--- src/rtl/store_buffer.sv ---
// Posted-write store buffer between the MEM stage and byte-addressed data memory.
// Optional alignment checking is enabled by defining SB_ALIGN_CHECK_EN.
module store_buffer #(
    parameter int DEPTH = 4,
    parameter int AW    = 32
) (
    input  logic          clk,
    input  logic          reset,
    input  logic          st_valid,
    output logic          st_ready,
    input  logic [AW-1:0] st_addr,
    input  logic [31:0]   st_data,
    input  logic [2:0]    st_mode,
    input  logic          ld_valid,
    input  logic [AW-1:0] ld_addr,
    input  logic [2:0]    ld_mode,
    output logic          ld_stall,
    output logic [31:0]   mem_address,
    output logic [31:0]   mem_write_data,
    output logic          mem_memread,
    output logic          mem_memwrite,
    output logic [2:0]    mem_mode,
    output logic          empty,
    output logic          full,
    output logic          misalign
);

    localparam int PW = $clog2(DEPTH);
    localparam int CW = PW + 1;

    logic [AW-1:0] addr_q  [DEPTH];
    logic [31:0]   data_q  [DEPTH];
    logic [2:0]    mode_q  [DEPTH];
    logic [DEPTH-1:0] valid_q;
    logic [PW-1:0] head_q;
    logic [PW-1:0] tail_q;
    logic [CW-1:0] count_q;

    logic push;
    logic pop;
    logic overlap;
    logic ld_issue;
    logic st_mis;
    logic ld_mis;

    function automatic logic [2:0] st_size(input logic [2:0] m);
        case (m)
            3'b001:  st_size = 3'd2;
            3'b011:  st_size = 3'd1;
            default: st_size = 3'd4;
        endcase
    endfunction

    function automatic logic [2:0] ld_size(input logic [2:0] m);
        case (m)
            3'b001, 3'b010: ld_size = 3'd2;
            3'b011, 3'b100: ld_size = 3'd1;
            default:        ld_size = 3'd4;
        endcase
    endfunction

    // One extra bit on the range ends avoids aliasing at the top of memory.
    function automatic logic ovl(
        input logic [AW-1:0] a,
        input logic [2:0]    sa,
        input logic [AW-1:0] b,
        input logic [2:0]    sb
    );
        logic [AW:0] a_lo;
        logic [AW:0] b_lo;
        logic [AW:0] a_hi;
        logic [AW:0] b_hi;
        a_lo = {1'b0, a};
        b_lo = {1'b0, b};
        a_hi = a_lo + (AW+1)'(sa) - (AW+1)'(1);
        b_hi = b_lo + (AW+1)'(sb) - (AW+1)'(1);
        ovl  = (a_lo <= b_hi) && (b_lo <= a_hi);
    endfunction

`ifdef SB_ALIGN_CHECK_EN
    function automatic logic misal(
        input logic [AW-1:0] a,
        input logic [2:0]    sz
    );
        case (sz)
            3'd4:    misal = a[1:0] != 2'b00;
            3'd2:    misal = a[0];
            default: misal = 1'b0;
        endcase
    endfunction

    assign st_mis = st_valid && misal(st_addr, st_size(st_mode));
    assign ld_mis = ld_valid && misal(ld_addr, ld_size(ld_mode));
`else
    assign st_mis = 1'b0;
    assign ld_mis = 1'b0;
`endif

    assign empty    = count_q == '0;
    assign full     = count_q == CW'(DEPTH);
    assign st_ready = reset && !full;
    assign misalign = reset && ((st_mis && st_ready) || ld_mis);

    always_comb begin
        overlap = 1'b0;
        for (int i = 0; i < DEPTH; i++) begin
            if (valid_q[i] &&
                ovl(addr_q[i], st_size(mode_q[i]),
                    ld_addr, ld_size(ld_mode)))
                overlap = 1'b1;
        end
    end

    assign ld_issue = reset && ld_valid && !ld_mis && !overlap && !full;
    assign pop      = reset && !ld_issue && !empty;
    assign push     = st_valid && st_ready && !st_mis;
    assign ld_stall = reset && ld_valid && !ld_mis && !ld_issue;

    always_comb begin
        mem_memread    = 1'b0;
        mem_memwrite   = 1'b0;
        mem_address    = '0;
        mem_write_data = '0;
        mem_mode       = '0;
        if (ld_issue) begin
            mem_memread = 1'b1;
            mem_address = 32'(ld_addr);
            mem_mode    = ld_mode;
        end else if (pop) begin
            mem_memwrite   = 1'b1;
            mem_address    = 32'(addr_q[head_q]);
            mem_write_data = data_q[head_q];
            mem_mode       = mode_q[head_q];
        end
    end

    always_ff @(posedge clk or negedge reset) begin
        if (!reset) begin
            head_q  <= '0;
            tail_q  <= '0;
            count_q <= '0;
            valid_q <= '0;
            for (int i = 0; i < DEPTH; i++) begin
                addr_q[i] <= '0;
                data_q[i] <= '0;
                mode_q[i] <= '0;
            end
        end else begin
            if (push) begin
                addr_q[tail_q]  <= st_addr;
                data_q[tail_q]  <= st_data;
                mode_q[tail_q]  <= st_mode;
                valid_q[tail_q] <= 1'b1;
                tail_q          <= tail_q + 1'b1;
            end
            // A same-edge push cannot target head unless the FIFO is empty.
            if (pop) begin
                valid_q[head_q] <= 1'b0;
                head_q          <= head_q + 1'b1;
            end
            case ({push, pop})
                2'b10:   count_q <= count_q + CW'(1);
                2'b01:   count_q <= count_q - CW'(1);
                default: count_q <= count_q;
            endcase
        end
    end

endmodule

--- config.mk ---
export PLATFORM = sky130hd
export DESIGN_NAME = store_buffer
export DESIGN_NICKNAME = d
export VERILOG_FILES = /design/src/rtl/store_buffer.sv
export SDC_FILE = /design/constraint.sdc
export NUM_CORES = 1
export LEC_CHECK = 0
export ABC_CLOCK_PERIOD_IN_PS = 9300
export BUFFER_PORTS_ARGS = -buffer_cell sky130_fd_sc_hd__buf_2
export CAP_MARGIN = 40
export CORE_MARGIN = 2
export CORE_UTILIZATION = 57
export CTS_CLUSTER_DIAMETER = 30
export CTS_CLUSTER_SIZE = 14
export DETAILED_ROUTE_END_ITERATION = 16
export GPL_TIMING_DRIVEN = 0
export PLACE_DENSITY = 0.76
export SYNTH_ARGS = -nofsm -noshare
export SYNTH_HDL_FRONTEND = slang
export SYNTH_SLANG_ARGS = --single-unit
export TNS_END_PERCENT = 20
--- constraint.sdc ---
create_clock -name clk -period 9.3 [get_ports clk]
set_input_delay 0.465 -clock clk [delete_from_list [all_inputs] [get_ports clk]]
set_output_delay 0.465 -clock clk [all_outputs]
set_load 0.02 [all_outputs]
==> flow_metrics.env <==
export IMPL_cp_startpoint="ld_mode[0]"
export IMPL_ys_warn_count=0
export IMPL_drc=0
export IMPL_crit_top_cell="a21oi_1"
export IMPL_via_count=24500
export IMPL_setup_viol=0
export IMPL_avgSynthCellArea_um2=9.24
export IMPL_fill_cells=3556
export IMPL_crit_buf_inv=4
export IMPL_reg2reg_to="count_q[2]"
export IMPL_finalWirelength_um=89500
export IMPL_place_hpwl_um=70100
export IMPL_grt_pass1_wl_um=136000
export IMPL_maxSlewHeadroom=0.372
export IMPL_synthTopCellsByCount="431 x ha_1, 279 x dfrtp_1, 264 x inv_1"
export IMPL_die_w_um=220
export IMPL_clock_sinks=279
export IMPL_hold_violations=0
export IMPL_worst_pin_slew_ns=0.941
export IMPL_r2r_cells=33
export IMPL_ys_flop_type="dfrtp_1"
export IMPL_synthArstFlopShare=1.00
export IMPL_root_buffer="clkbuf_16"
export IMPL_synth_top_area_frac=0.262
export IMPL_min_delay_start="st_addr[0]"
export IMPL_synth_cell_type_count=84
export IMPL_core_mm2=0.0464
export IMPL_crit_type="input port to output pin"
export IMPL_final_util=0.670
export IMPL_grt_max_degree=117
export IMPL_die_area_mm2=0.0485
export IMPL_place_congestion=0.985
export IMPL_grt_pass1_vias=24600
export IMPL_via_per_inst=6.42
export IMPL_htree_levels=3
export IMPL_drive_above_1_share=0.179
export IMPL_end_kind="output pin"
export IMPL_dr_pass1_iters=5
export IMPL_maxCapViolations=0
export IMPL_antenna_cells=0
export IMPL_fmax_ghz=0.110
export IMPL_portBuffers=178
export IMPL_worstPathArrival_ns=8.63
export IMPL_fin_nets=3696
export IMPL_ys_ff_latch=279
export IMPL_synth_top_area_cell="dfrtp_1"
export IMPL_r2r_start="mode_q[9]"
export IMPL_synth_most_common_cell="ha_1"
export IMPL_skew_ns=0.0181
export IMPL_min_period_over_period=0.978
export IMPL_syn_area_mm2=0.0267
export IMPL_min_period_ns=9.10
export IMPL_critPathMaxFanout=10
export IMPL_pin_count=180
export IMPL_clk_pin_slew_ns=0.04
export IMPL_insertion_delay_ns=0.61
export IMPL_ff2ff_setup_slack_ns=0.85
export IMPL_fp_row_count=79
export IMPL_slowest_stage="nor3_1"
export IMPL_crit_family="compound AO/OA/AOI/OAI gates"
export IMPL_synthCells=2888
export IMPL_grt_usage=0.369
export IMPL_cp_start_kind="input port"
export IMPL_routedWlPerCell_um=23.5
export IMPL_die_height_um=220
export IMPL_cts_made_buffers=70
export IMPL_min_path_type="input port to flop"
export IMPL_clk_path_buf_depth=3
export IMPL_synth_top_cells_by_area="dfrtp_1 26%, ha_1 20%, mux2_2 5.9%"
export IMPL_hold_end="addr_q[64]"
export IMPL_synth_fp_nets=3431
export IMPL_cp_required_ns=8.84
export IMPL_hold_ws_ns=0.131
export IMPL_drt_antenna_violating_nets=0
export IMPL_synth_enable_flop_cells=0
export IMPL_start_util=0.575
export IMPL_slew_viol_final=0
export IMPL_max_stage_delay_ns=0.49
export IMPL_tritoncts="done"
export IMPL_ys_seq_area_frac=0.262
export IMPL_grt_overflow=0
export IMPL_min_path_cells=3
export IMPL_status="finished, final reports clean"
export IMPL_drtIter0Drc=2125
export IMPL_syn_to_final_growth_pct=16.4
export IMPL_antenna_found_initial=6
-- through the flow --
stage                     setup slack (ns)  instances  TNS (ns)  cell area (um^2)
after floorplan                       2.47       2888         0             26700
after global placement               0.307       3673         0             28300
after detailed placement            0.0787       3686         0             28500
after CTS                            0.157       3810         0             31000
after global routing              -0.00862       3811   -0.0171             31000
final                                0.204       3811         0             31000
-- layout make-up --
cell class                      instances  area, um^2  area share
Timing Repair Buffer                  193        1110      0.0356
Clock inverter                         31         455      0.0147
Sequential cell                       279        6980       0.225
Clock buffer                           92        1990      0.0640
Inverter                              264         991      0.0319
Buffer                                 72         318      0.0102
Tap cell                              607         759      0.0245
Multi-Input combinational cell       2273       18400       0.594
-- cells in the final DEF, fill, tap and decap left out, types with 10 or more instances in the layout --
cell type / netlist / layout
and2_1: 47 / 47
buf_2: 1 / 180
and3_1: 16 / 16
buf_1: 11 / 11
a31oi_1: 12 / 11
mux2i_1: 34 / 32
a21o_1: 106 / 106
nor2b_1: 34 / 33
o21bai_1: 29 / 29
a211oi_1: 25 / 25
o21a_1: 18 / 18
nor4_1: 13 / 12
or2_2: 11 / 11
nand2_1: 261 / 261
dfrtp_1: 279 / 279
xor2_1: 73 / 72
clkbuf_1: 53 / 60
nor3_1: 40 / 39
or3_1: 10 / 10
clkbuf_16: 0 / 71
mux4_2: 67 / 67
ha_1: 431 / 431
a21oi_1: 205 / 204
a211o_1: 13 / 13
o21ai_0: 229 / 228
nand3_1: 51 / 51
nor2_1: 102 / 102
mux2_2: 140 / 140
xnor2_1: 69 / 68
and4_1: 12 / 12
o211ai_1: 19 / 19
clkinv_2: 0 / 13
clkbuf_8: 0 / 13
nand2b_1: 30 / 30
inv_1: 264 / 264
nand4_1: 51 / 51
-- logic make-up after synthesis --
kind of cell             synth area share
AO/OA/AOI/OAI                       0.179
AND/OR/NAND/NOR                     0.125
adder cells (fa/ha/maj)             0.208
buffers and inverters              0.0490
flip-flops                          0.262
multiplexers                        0.130
XOR/XNOR                           0.0472
other                            0.000141
-- repair_timing --
item | in CTS | in global routing
resized for setup | 3 | 11
endpoints found under the setup margin | 56 | 61
hold endpoints to repair | 75 | 0
pin swaps | 0 | 1
hold buffers | 1 | 0
setup buffers | 0 | 1
-- sequential cells by signal (all words and copies together) (netlist names) --
register  flops
mode_q       12
count_q       3
data_q      128
tail_q        2
valid_q       4
head_q        2
addr_q      128
-- tightest hold or removal path, stage by stage --
cell,delay [ns]
buf_2,0.11
nand2_1,0.05
o21ai_0,0.07
-- worst max path at each step --
stage                        endpoint  slack [ns]  depth (start not counted)
floorplan                  count_q[2]        2.47                         34
global placement           count_q[2]        0.31                         36
detailed placement         count_q[2]        0.08                         37
CTS                   mem_address[20]        0.16                         31
global route          mem_address[22]      -0.009                         31
finish              mem_write_data[9]        0.20                         32
-- per-layer routing --
layer  GRT usage  part of all wire  vias up
met3      0.0878             0.099      279
met4       0.168             0.048        8
met2       0.600              0.46     1131
li1            -                 -    11100
met1       0.467              0.40    12000
met5           0           0.00055        -
Power is not shown: default switching activity piles up to over one toggle a cycle in this logic, so the estimate is an artifact.
